--- config.mk ---
export PLATFORM = sky130hd
export DESIGN_NAME = brm_rate_decoder
export DESIGN_NICKNAME = d
export VERILOG_FILES = /design/src/rtl/brm_pkg.sv /design/src/rtl/brm_win_cnt.sv /design/src/rtl/brm_rate_decoder.sv
export SDC_FILE = /design/constraint.sdc
export NUM_CORES = 1
export LEC_CHECK = 0
export ABC_AREA = 1
export ABC_CLOCK_PERIOD_IN_PS = 1420
export CORE_ASPECT_RATIO = 1.25
export CORE_UTILIZATION = 53
export CTS_BUF_LIST = sky130_fd_sc_hd__clkbuf_8
export DETAILED_ROUTE_END_ITERATION = 10
export HOLD_SLACK_MARGIN = 0.06
export PLACE_DENSITY_LB_ADDON = 0.15
export SLEW_MARGIN = 0
export SYNTH_ARGS = -nofsm -noshare
export SYNTH_HDL_FRONTEND = slang
export SYNTH_SLANG_ARGS = --single-unit
--- constraint.sdc ---
create_clock -name CK -period 1.42 [get_ports CK]
set_input_delay 0.213 -clock CK [delete_from_list [all_inputs] [get_ports CK]]
set_output_delay 0.213 -clock CK [all_outputs]
set_load 0.02 [all_outputs]
--- src/rtl/brm_pkg.sv ---
// Shared constants for the BRM rate decoder: default window size, result width and window terminal count.
package brm_pkg;

    localparam int WIN_BITS_DEF = 16;

    // One extra bit so a window of all-ones pulses (2^win_bits) fits without wrap.
    function automatic int rate_w(input int win_bits);
        return win_bits + 1;
    endfunction

    function automatic int unsigned win_tc(input int win_bits);
        return (32'd1 << win_bits) - 32'd1;
    endfunction

endpackage

--- src/rtl/brm_win_cnt.sv ---
// Enabled window counter; tc_o flags the last slot of the window (count at terminal value).
// No latency on tc_o (decoded from the registered count); no backpressure, advances on every enabled edge.
module brm_win_cnt
    import brm_pkg::*;
#(
    parameter int WIN_BITS = WIN_BITS_DEF
) (
    input  logic ck_i,
    input  logic rn_i,
    input  logic en_i,
    output logic tc_o
);

    localparam logic [WIN_BITS-1:0] TC = WIN_BITS'(win_tc(WIN_BITS));

    logic [WIN_BITS-1:0] wcnt_q;
    logic [WIN_BITS-1:0] wcnt_d;

    always_comb begin
        wcnt_d = wcnt_q;
        if (en_i) begin
            wcnt_d = wcnt_q + WIN_BITS'(1);
        end
    end

    always_ff @(posedge ck_i or negedge rn_i) begin
        if (!rn_i) begin
            wcnt_q <= '0;
        end else begin
            wcnt_q <= wcnt_d;
        end
    end

    assign tc_o = (wcnt_q == TC);

endmodule

--- src/rtl/brm_rate_decoder.sv ---
// Counts Z_IN pulses per 2^WIN_BITS enabled cycles; result appears 1 cycle after the last sample with VALID/READY,
// a new result overwrites an unconsumed one. Optional sticky overrun flag OVR under BRM_DEC_OVERRUN_EN.
module brm_rate_decoder
    import brm_pkg::*;
#(
    parameter int WIN_BITS = WIN_BITS_DEF,
    parameter int RATE_W   = rate_w(WIN_BITS)
) (
    input  logic              CK,
    input  logic              RN,
    input  logic              EN,
    input  logic              Z_IN,
    output logic [RATE_W-1:0] RATE,
    output logic              VALID,
    input  logic              READY,
    output logic              OVR
);

    logic              win_tc;
    logic              capture;
    logic [RATE_W-1:0] acc_q,   acc_d;
    logic [RATE_W-1:0] rate_q,  rate_d;
    logic              valid_q, valid_d;
    logic [RATE_W-1:0] acc_sum;

    brm_win_cnt #(
        .WIN_BITS (WIN_BITS)
    ) u_win_cnt (
        .ck_i (CK),
        .rn_i (RN),
        .en_i (EN),
        .tc_o (win_tc)
    );

    assign capture = EN & win_tc;
    // Include the final sample so the captured value covers the full window.
    assign acc_sum = acc_q + RATE_W'(Z_IN);

    always_comb begin
        acc_d   = acc_q;
        rate_d  = rate_q;
        valid_d = valid_q;
        if (capture) begin
            acc_d   = '0;
            rate_d  = acc_sum;
            valid_d = 1'b1;
        end else begin
            if (EN) begin
                acc_d = acc_sum;
            end
            if (valid_q && READY) begin
                valid_d = 1'b0;
            end
        end
    end

    always_ff @(posedge CK or negedge RN) begin
        if (!RN) begin
            acc_q   <= '0;
            rate_q  <= '0;
            valid_q <= 1'b0;
        end else begin
            acc_q   <= acc_d;
            rate_q  <= rate_d;
            valid_q <= valid_d;
        end
    end

    assign RATE  = rate_q;
    assign VALID = valid_q;

`ifdef BRM_DEC_OVERRUN_EN
    logic ovr_q, ovr_d;

    always_comb begin
        ovr_d = ovr_q;
        if (capture && valid_q && !READY) begin
            ovr_d = 1'b1;
        end
    end

    always_ff @(posedge CK or negedge RN) begin
        if (!RN) begin
            ovr_q <= 1'b0;
        end else begin
            ovr_q <= ovr_d;
        end
    end

    assign OVR = ovr_q;
`else
    assign OVR = 1'b0;
`endif

endmodule

After elaboration in Yosys (flattened, before gate mapping)
Index checks and enable logic that the tools add are counted.

Add/subtract/negate cells: 2. Multiply operators: 0. Divide/modulo/power cells: 0. $lt $le $gt $ge: 0. Equality and inequality tests: 1. Shifts and indexed selects: 0. Muxes and demuxes: 4. Bitwise logic cells: 1. Reduce and logical (&&, ||, !) cells: 3.

Operators with widths (count): $mux W17 (2); $add A17 B1 Y17 (1); $add A16 B1 Y16 const B (1); $eq A16 B16 Y1 const B (1); $reduce_bool A2 Y1 (2); $mux W1 (2); $and A1 B1 Y1 (1); $logic_and A1 B1 Y1 (1).

Bits in registers: 51. Bits in latches: 0. Memory bits (writable): 0. Memory bits (read-only): 0. Input bits: 5. Output and inout bits: 19. Logic and storage cells: 15. Memories kept: 0.

Depth between registers and ports, before layout
Gate-level depths: netlist of the first run.

Depth after elaboration: 3. Mapped depth: 11. Depth with buffers taken out: 11.

Hierarchy
A second synthesis of the first run with hierarchy kept.

Cell total of the unflattened synthesis: 321. Area, all modules: 2576.2 sq um.

Modules (own cells, without submodules): brm_rate_decoder (times used 1, cells each 216, area an instance 1694.1 sq um, sequential area each 875.8 sq um); brm_win_cnt (times used 1, cells each 105, area an instance 882.1 sq um, sequential area each 400.4 sq um).

Least setup slack after synthesis of the first run
OpenSTA, ideal clock, no wires.

Path kind: register to register. From: reg acc_q[0]. To: reg acc_q[14]. Library setup time: 116 ps. Arrival time: 1321 ps. Required time: 1304 ps. Slack: -17 ps. Stages on the path, launching flop included: 11. Buffers on the path: 0. Clock period less this slack: 1437 ps. Path through: dfrtp_1 -> ha_1 -> ha_1 -> nand2_1 -> nor2_1 -> nand2_1 -> inv_1 -> nand3b_1 -> nand2_1 -> nand2_1 -> nand2_1.

Cells in the longest elaborated chain, start to end: 3.

RTL lines: start, declared (RTL line brm_rate_decoder.sv:21) `logic [RATE_W-1:0] acc_q, acc_d;`; start signal, assigned (RTL line brm_rate_decoder.sv:59) `acc_q <= '0;`; start signal, assigned (RTL line brm_rate_decoder.sv:63) `acc_q <= acc_d;`; $add A17 B1 Y17 (RTL line brm_rate_decoder.sv:37) `assign acc_sum = acc_q + RATE_W'(Z_IN);`; $mux W17 (RTL line brm_rate_decoder.sv:48) `if (EN) begin`; $mux W17 (RTL line brm_rate_decoder.sv:43) `if (capture) begin`.

No other way between the ends. The select of a mux whose other input is x is not followed. A chain may end at the register's enable or synchronous reset.

Worst setup path after layout of the first run
From: reg acc_q[0]. To: reg acc_q[12].

Same word-level chain as after synthesis.

==> impl_metrics.yaml, run 1 <==
sta:
  finalWorstSetupSlack_ps: -62.3
  fin_setup_tns_ps: -946
  rsz0062_at_grt: "true"
  whs_ps: 367
  layout_min_cycle_time_ps: 1480
  hold_viol: 0
  slew_violations: 0
  finalCritPeriodShare: 1.04
  setup_viol: 26
  fin_worst_skew_ps: 3.60
  fmax_mhz: 675
synthesis:
  synth_area_per_cell_um2: 8.67
  yosysTopAreaCellShare: 0.511
  synthesis.area_um2: 2500
  synth_seq_cells: 51
  synth_xor_area_frac: 0.0772
  yosys.area_share.adder: 0.0150
  yosys.area_share.simple: 0.300
  synthTopCellsByArea: "dfrtp_1, nand2_1, xnor2_1, xor2_1, nor2_1"
  syn_nets: 296
  yosysWarningCount: 0
  synth_top_area_cell: "dfrtp_1"
  synth_top_family_by_area: "simple AND/OR/NAND/NOR gates"
  synth-compound-area-share: 0.0476
  synth.area.mux_share: 0
  synth_seq_area_share: 0.511
  netlist_instances: 288
  yosysUniqueCellTypes: 29
layout:
  finalNetCount: 348
  antenna_cells: 0
  final_area_um2: 3240
  layout-drive-gt1-share: 0.240
  area_delta_synth_final_pct: 29.8
  layout_common_cells: "nand2_1, dfrtp_1, buf_4, dlygate4sd2_1, inv_1"
  mostFrequentLayoutCell: "nand2_1"
setup_path:
  cp_data_required_time_ps: 1620
  cp-end-kind: "register"
  path_buf_inv: 1
  crit_type: "register to register"
  worstRegToRegCells: 11
  reg2reg_to: "acc_q[12]$_DFFE_PN0P_"
  path_cells: "ha_4 -> ha_4 -> nand2_2 -> nor2_2 -> nand2_2 -> inv_2 -> nand2_1 -> nand2_1 -> nand2_1 -> nand2_1 -> nand2_1"
  cp_max_fo: 5
  max_stage_delay_ps: 390
  r2r_start: "acc_q[0]$_DFFE_PN0P_"
  cpLargestDelayFamily: "simple AND/OR/NAND/NOR gates"
  arrival_ps: 1680
  cpMostUsedCell: "nand2_1"
  slowest_stage: "dfrtp_1"
  start_kind: "register"
  reg2reg_setup_slack_ps: -60
place:
  numPortBuffers: 22
  gp_congestion: 0.842
  hpwl_mm: 3.57
  dpl_cell_area_um2: 2930
global_route:
  grt_pass1_wl_mm: 8.83
  antenna_found_initial: 0
  grt_overflow: 0
  track_usage: 0.229
  grt_max_degree: 31
  grt_pass1_vias: 1991
drt:
  drc: 0
  routed_wirelength_mm: 5.09
  wl_per_cell_um: 12.8
  num_vias: 1988
  dr.pass1.iters: 4
  first_iter_violations: 96
  viasPerCell: 4.98
  ant_nets: 0
clock_network:
  cts_tree: "yes"
  clk_latency_ps: 300
  cts_sinks: 51
  cts_root_buffer: "clkbuf_8"
  htreeDepth: 2
  clk_pin_slew_ps: 90
  cts_buffers: 5
  clock_path_buffers: 2
floorplanning:
  initial_utilization: 0.560
  die_h_um: 78.7
  die_area_um2: 4990
  die_x_um: 63.4
  ios: 24
  rows: 27
  fp.coreArea_um2: 4460
status:
  status: "complete, but fails checks"
  violations: "negative setup slack"
flow_run:
  drv_cap: 0
pwr:
  total_power_w: 0.00340
  p_per_area_nw_per_um2: 1050
  power.leakage_nw: 1.64
  irDropWorstVdd_mv: 0.855
hold_path:
  hp-class: "input port to asynchronous set/reset pin"
## sequential cells by signal, indices dropped and copies added (netlist names)
register / cells
acc_q: 17
RATE: 17
VALID: 1
u_win_cnt.wcnt_q: 16
## layout make-up
| type | instances | area, um^2 |
|---|---|---|
| well taps | 58 | 72.6 |
| inverters | 19 | 81.3 |
| flip-flops and latches | 51 | 1280 |
| multi-input cells | 214 | 1280 |
| repair buffers | 49 | 433 |
| clock buffers | 7 | 96.3 |
| clock inverters | 1 | 3.75 |
| fillers | 354 | 1220 |
## cell families (layout without fill, tap and decap cells)
| group | after synthesis | after routing |
|---|---|---|
| other cells | 1 | 1 |
| buf+inv | 24 | 76 |
| fa+ha+maj | 3 | 3 |
| xor+xnor | 22 | 22 |
| compound gates | 20 | 20 |
| flops | 51 | 51 |
| simple gates | 167 | 168 |
## timing repair
item	in CTS	in global routing
cloned	1	0
resized for setup	37	31
setup endpoints to repair	48	36
setup buffers	1	4
hold endpoints to repair	15	0
hold buffers	1	0
pin swaps	5	9
## cell usage after synthesis
library cell    n
o21ai_0        11
buf_6           3
ha_1            3
nor3_1          3
o21ai_1         4
nor3_2          1
nand4_1         6
inv_1          16
o21ai_2         5
xor2_1         11
dfrtp_1        51
nand2_4         1
nor2_1         17
clkinv_1        1
nor2_8          1
xnor2_1        11
nand3_2         1
nand4_4         1
nand2_1       119
nand2_2         3
nor2_2          4
inv_4           1
conb_1          1
inv_2           1
clkbuf_1        1
nand3b_1        3
nand3_4         1
nand3_1         6
buf_4           1
## per-layer routing
layer	global-route usage	routed length [um]	share of wire
met5	0	0	0
met4	0.0841	67	0.013
met3	0.0445	116	0.023
met2	0.412	2710	0.53
met1	0.269	2200	0.43
## report_power, final
part	total [W]	switching, W	internal (W)
Sequential	0.00178	0.000184	0.00159
Combinational	0.000720	0.000368	0.000352
Clock	0.000900	0.000462	0.000438
## metrics by stage
step	utilization	setup slack, ps	instances
finish	0.727	-62.3	399
global route	0.727	-147	399
CTS	0.694	-54.3	396
detailed placement	0.658	-402	385
global placement	0.658	-358	385
floorplan	-	10.0	288
## how the worst max path moves through the flow
stage                                         start               endpoint  slack [ps]  depth (start not counted)
floorplan                      acc_q[0]$_DFFE_PN0P_  acc_q[14]$_DFFE_PN0P_          10                         10
global placement                               Z_IN   acc_q[4]$_DFFE_PN0P_        -360                          7
detailed placement                             Z_IN  acc_q[12]$_DFFE_PN0P_        -400                         12
CTS                 u_win_cnt.wcnt_q[0]$_DFFE_PN0P_    RATE[2]$_DFFE_PN0P_         -50                          7
global route        u_win_cnt.wcnt_q[0]$_DFFE_PN0P_    RATE[7]$_DFFE_PN0P_        -150                          8
finish                         acc_q[0]$_DFFE_PN0P_  acc_q[12]$_DFFE_PN0P_         -60                         11
Note: power is estimated with default switching activity, not from simulation.
==> inputs of run 2 (changes only) <==
Settings changed: SKIP_CTS_REPAIR_TIMING set to 1, TNS_END_PERCENT set to 50.
==> run 2 against run 1 <==
Compared with the run above: the run still ends with negative setup slack left; critical endpoint is now acc_q[4]$_DFFE_PN0P_; register-to-register slack improved by 20 ps; total power fell by 2.5%; worst hold slack improved by 17 ps; maximum frequency rose by 1.4%; cell count fell by 0.50%; first-iteration DRC count rose by 44%; sequential power barely moved; critical path depth fell by 4; via count fell by 0.30%.
==> impl_metrics.yaml, run 2 (synthesis results as in run 1) <==
clock_network:
  clock_path_buffers: 2
  clk_latency_ps: 310
  clk_pin_slew_ps: 90
  cts_sinks: 51
  cts_tree: "yes"
  cts_root_buffer: "clkbuf_8"
  htreeDepth: 2
  cts_buffers: 5
place:
  numPortBuffers: 22
  hpwl_mm: 3.49
  gp_congestion: 0.839
  dp_slack_ps: -388
drt:
  wl_per_cell_um: 13.3
  num_vias: 1982
  routed_wirelength_mm: 5.27
  dr.pass1.iters: 4
  viasPerCell: 4.99
  first_iter_violations: 138
  ant_nets: 0
  drc: 0
sta:
  rsz0062_at_grt: "true"
  finalWorstSetupSlack_ps: -42.5
  fmax_mhz: 684
  setup_viol: 14
  finalCritPeriodShare: 1.03
  fin_worst_skew_ps: 9.87
  slew_violations: 0
  layout_min_cycle_time_ps: 1460
  hold_viol: 0
global_route:
  grt_pass1_vias: 1991
  track_usage: 0.227
  grt_max_degree: 52
  use_met1: 0.270
  top_usage_layer: "met2"
  antenna_found_initial: 0
  grt_overflow: 0
  met3_usage: 0.0388
  grt_pass1_wl_mm: 8.74
  grt_use_met2: 0.400
layout:
  layout_common_cells: "nand2_1, dfrtp_1, nand2_2, dlymetal6s2s_1, buf_4"
  area_delta_synth_final_pct: 31.8
  mostFrequentLayoutCell: "nand2_1"
  finalNetCount: 346
  antenna_cells: 0
  layout-drive-gt1-share: 0.283
pwr:
  power_frac_comb: 0.182
  power.leakage_nw: 1.87
  p_per_area_nw_per_um2: 1010
  swShare: 0.297
  irDropWorstVdd_mv: 0.766
  pwr-share-seq: 0.540
  p_clk_frac: 0.278
  power.switching_w: 0.000984
  total_power_w: 0.00331
  p_int_w: 0.00233
setup_path:
  max_stage_delay_ps: 370
  cp_max_fo: 6
  start_kind: "register"
  path_buf_inv: 1
  worstRegToRegCells: 7
  crit_type: "register to register"
  slowest_stage: "dfrtp_1"
  arrival_ps: 1650
  path_cells: "ha_2 -> nand3_4 -> nor2_8 -> nand4_4 -> buf_4 -> nand2_2 -> o21ai_0"
  cp.depth: 7
  cp-end-kind: "register"
  cpLargestDelayFamily: "simple AND/OR/NAND/NOR gates"
  cp_data_required_time_ps: 1610
floorplanning:
  initial_utilization: 0.560
  rows: 27
  fp.coreArea_um2: 4460
  die_h_um: 78.7
  die_x_um: 63.4
  ios: 24
  die_area_um2: 4990
hold_path:
  min_path_cells: 4
  hp-class: "input port to register"
flow_run:
  drv_cap: 0
status:
  status: "complete, but fails checks"
  violations: "negative setup slack"
[run 2: cell types whose count changed in the layout (fill, tap and decap cells not counted), moves of 3 or more]
cell,change
nand2_2,+19
dlymetal6s2s_1,+19
o21ai_0,+3
nand2_1,-18
dlygate4sd2_1,-19
o21ai_1,-3
[run 2: worst reg2reg max path, stage by stage, from the launching register on]
cell     delay (ps)
dfrtp_1         370
ha_2            210
nand3_4         100
nor2_8          110
nand4_4         170
buf_4           200
nand2_2         100
o21ai_0          90
[run 2: power groups by stage]
stage	Combinational, W	Sequential, W	Clock, W
floorplan	0.000318	0.00176	0
global placement	0.000531	0.00177	0
detailed placement	0.000544	0.00177	0
CTS	0.000549	0.00175	0.000942
global route	0.000684	0.00182	0.000996
finish	0.000604	0.00179	0.000921
[run 2: final cells by class]
cell class                 count  area [um^2]
clock buffer                   7         96.3
clock inverter                 1         7.51
fill                         321         1170
inverter                      19         78.8
multi-input combinational    214         1270
sequential                    51         1280
tap                           58         72.6
timing repair buffer          46          482
timing repair inverter         1         6.26
[run 2: through the flow]
| step | setup TNS (ps) | utilization | cell area, um^2 | hold slack [ps] | std cells |
|---|---|---|---|---|---|
| final | -333 | 0.738 | 3290 | 384 | 397 |
| after global routing | -2910 | 0.738 | 3290 | 408 | 397 |
| after CTS | -2940 | 0.679 | 3030 | -95.9 | 392 |
| after floorplan | -18.2 | - | 2500 | -82.6 | 288 |
| after detailed placement | -12110 | 0.655 | 2920 | 239 | 384 |
| after global placement | -11310 | 0.655 | 2920 | 222 | 384 |
[run 2: final timing paths]
path                                            startpoint  slack (ps)                    end
max                        u_win_cnt.wcnt_q[1]$_DFFE_PN0P_         -40   acc_q[4]$_DFFE_PN0P_
max in group asynchronous                               RN         750   acc_q[5]$_DFFE_PN0P_
min                                                   Z_IN         380    RATE[0]$_DFFE_PN0P_
min reg2reg                            RATE[0]$_DFFE_PN0P_         480    RATE[0]$_DFFE_PN0P_
min in group asynchronous                               RN         420  acc_q[14]$_DFFE_PN0P_
max reg2reg                u_win_cnt.wcnt_q[1]$_DFFE_PN0P_         -40   acc_q[4]$_DFFE_PN0P_
[run 2: layer usage]
metal  part of all wire  vias to the layer above
li1                   -                     1009
met1               0.42                      929
met2               0.53                       34
met3              0.026                       10
met4              0.022                        0
met5                  0                        -
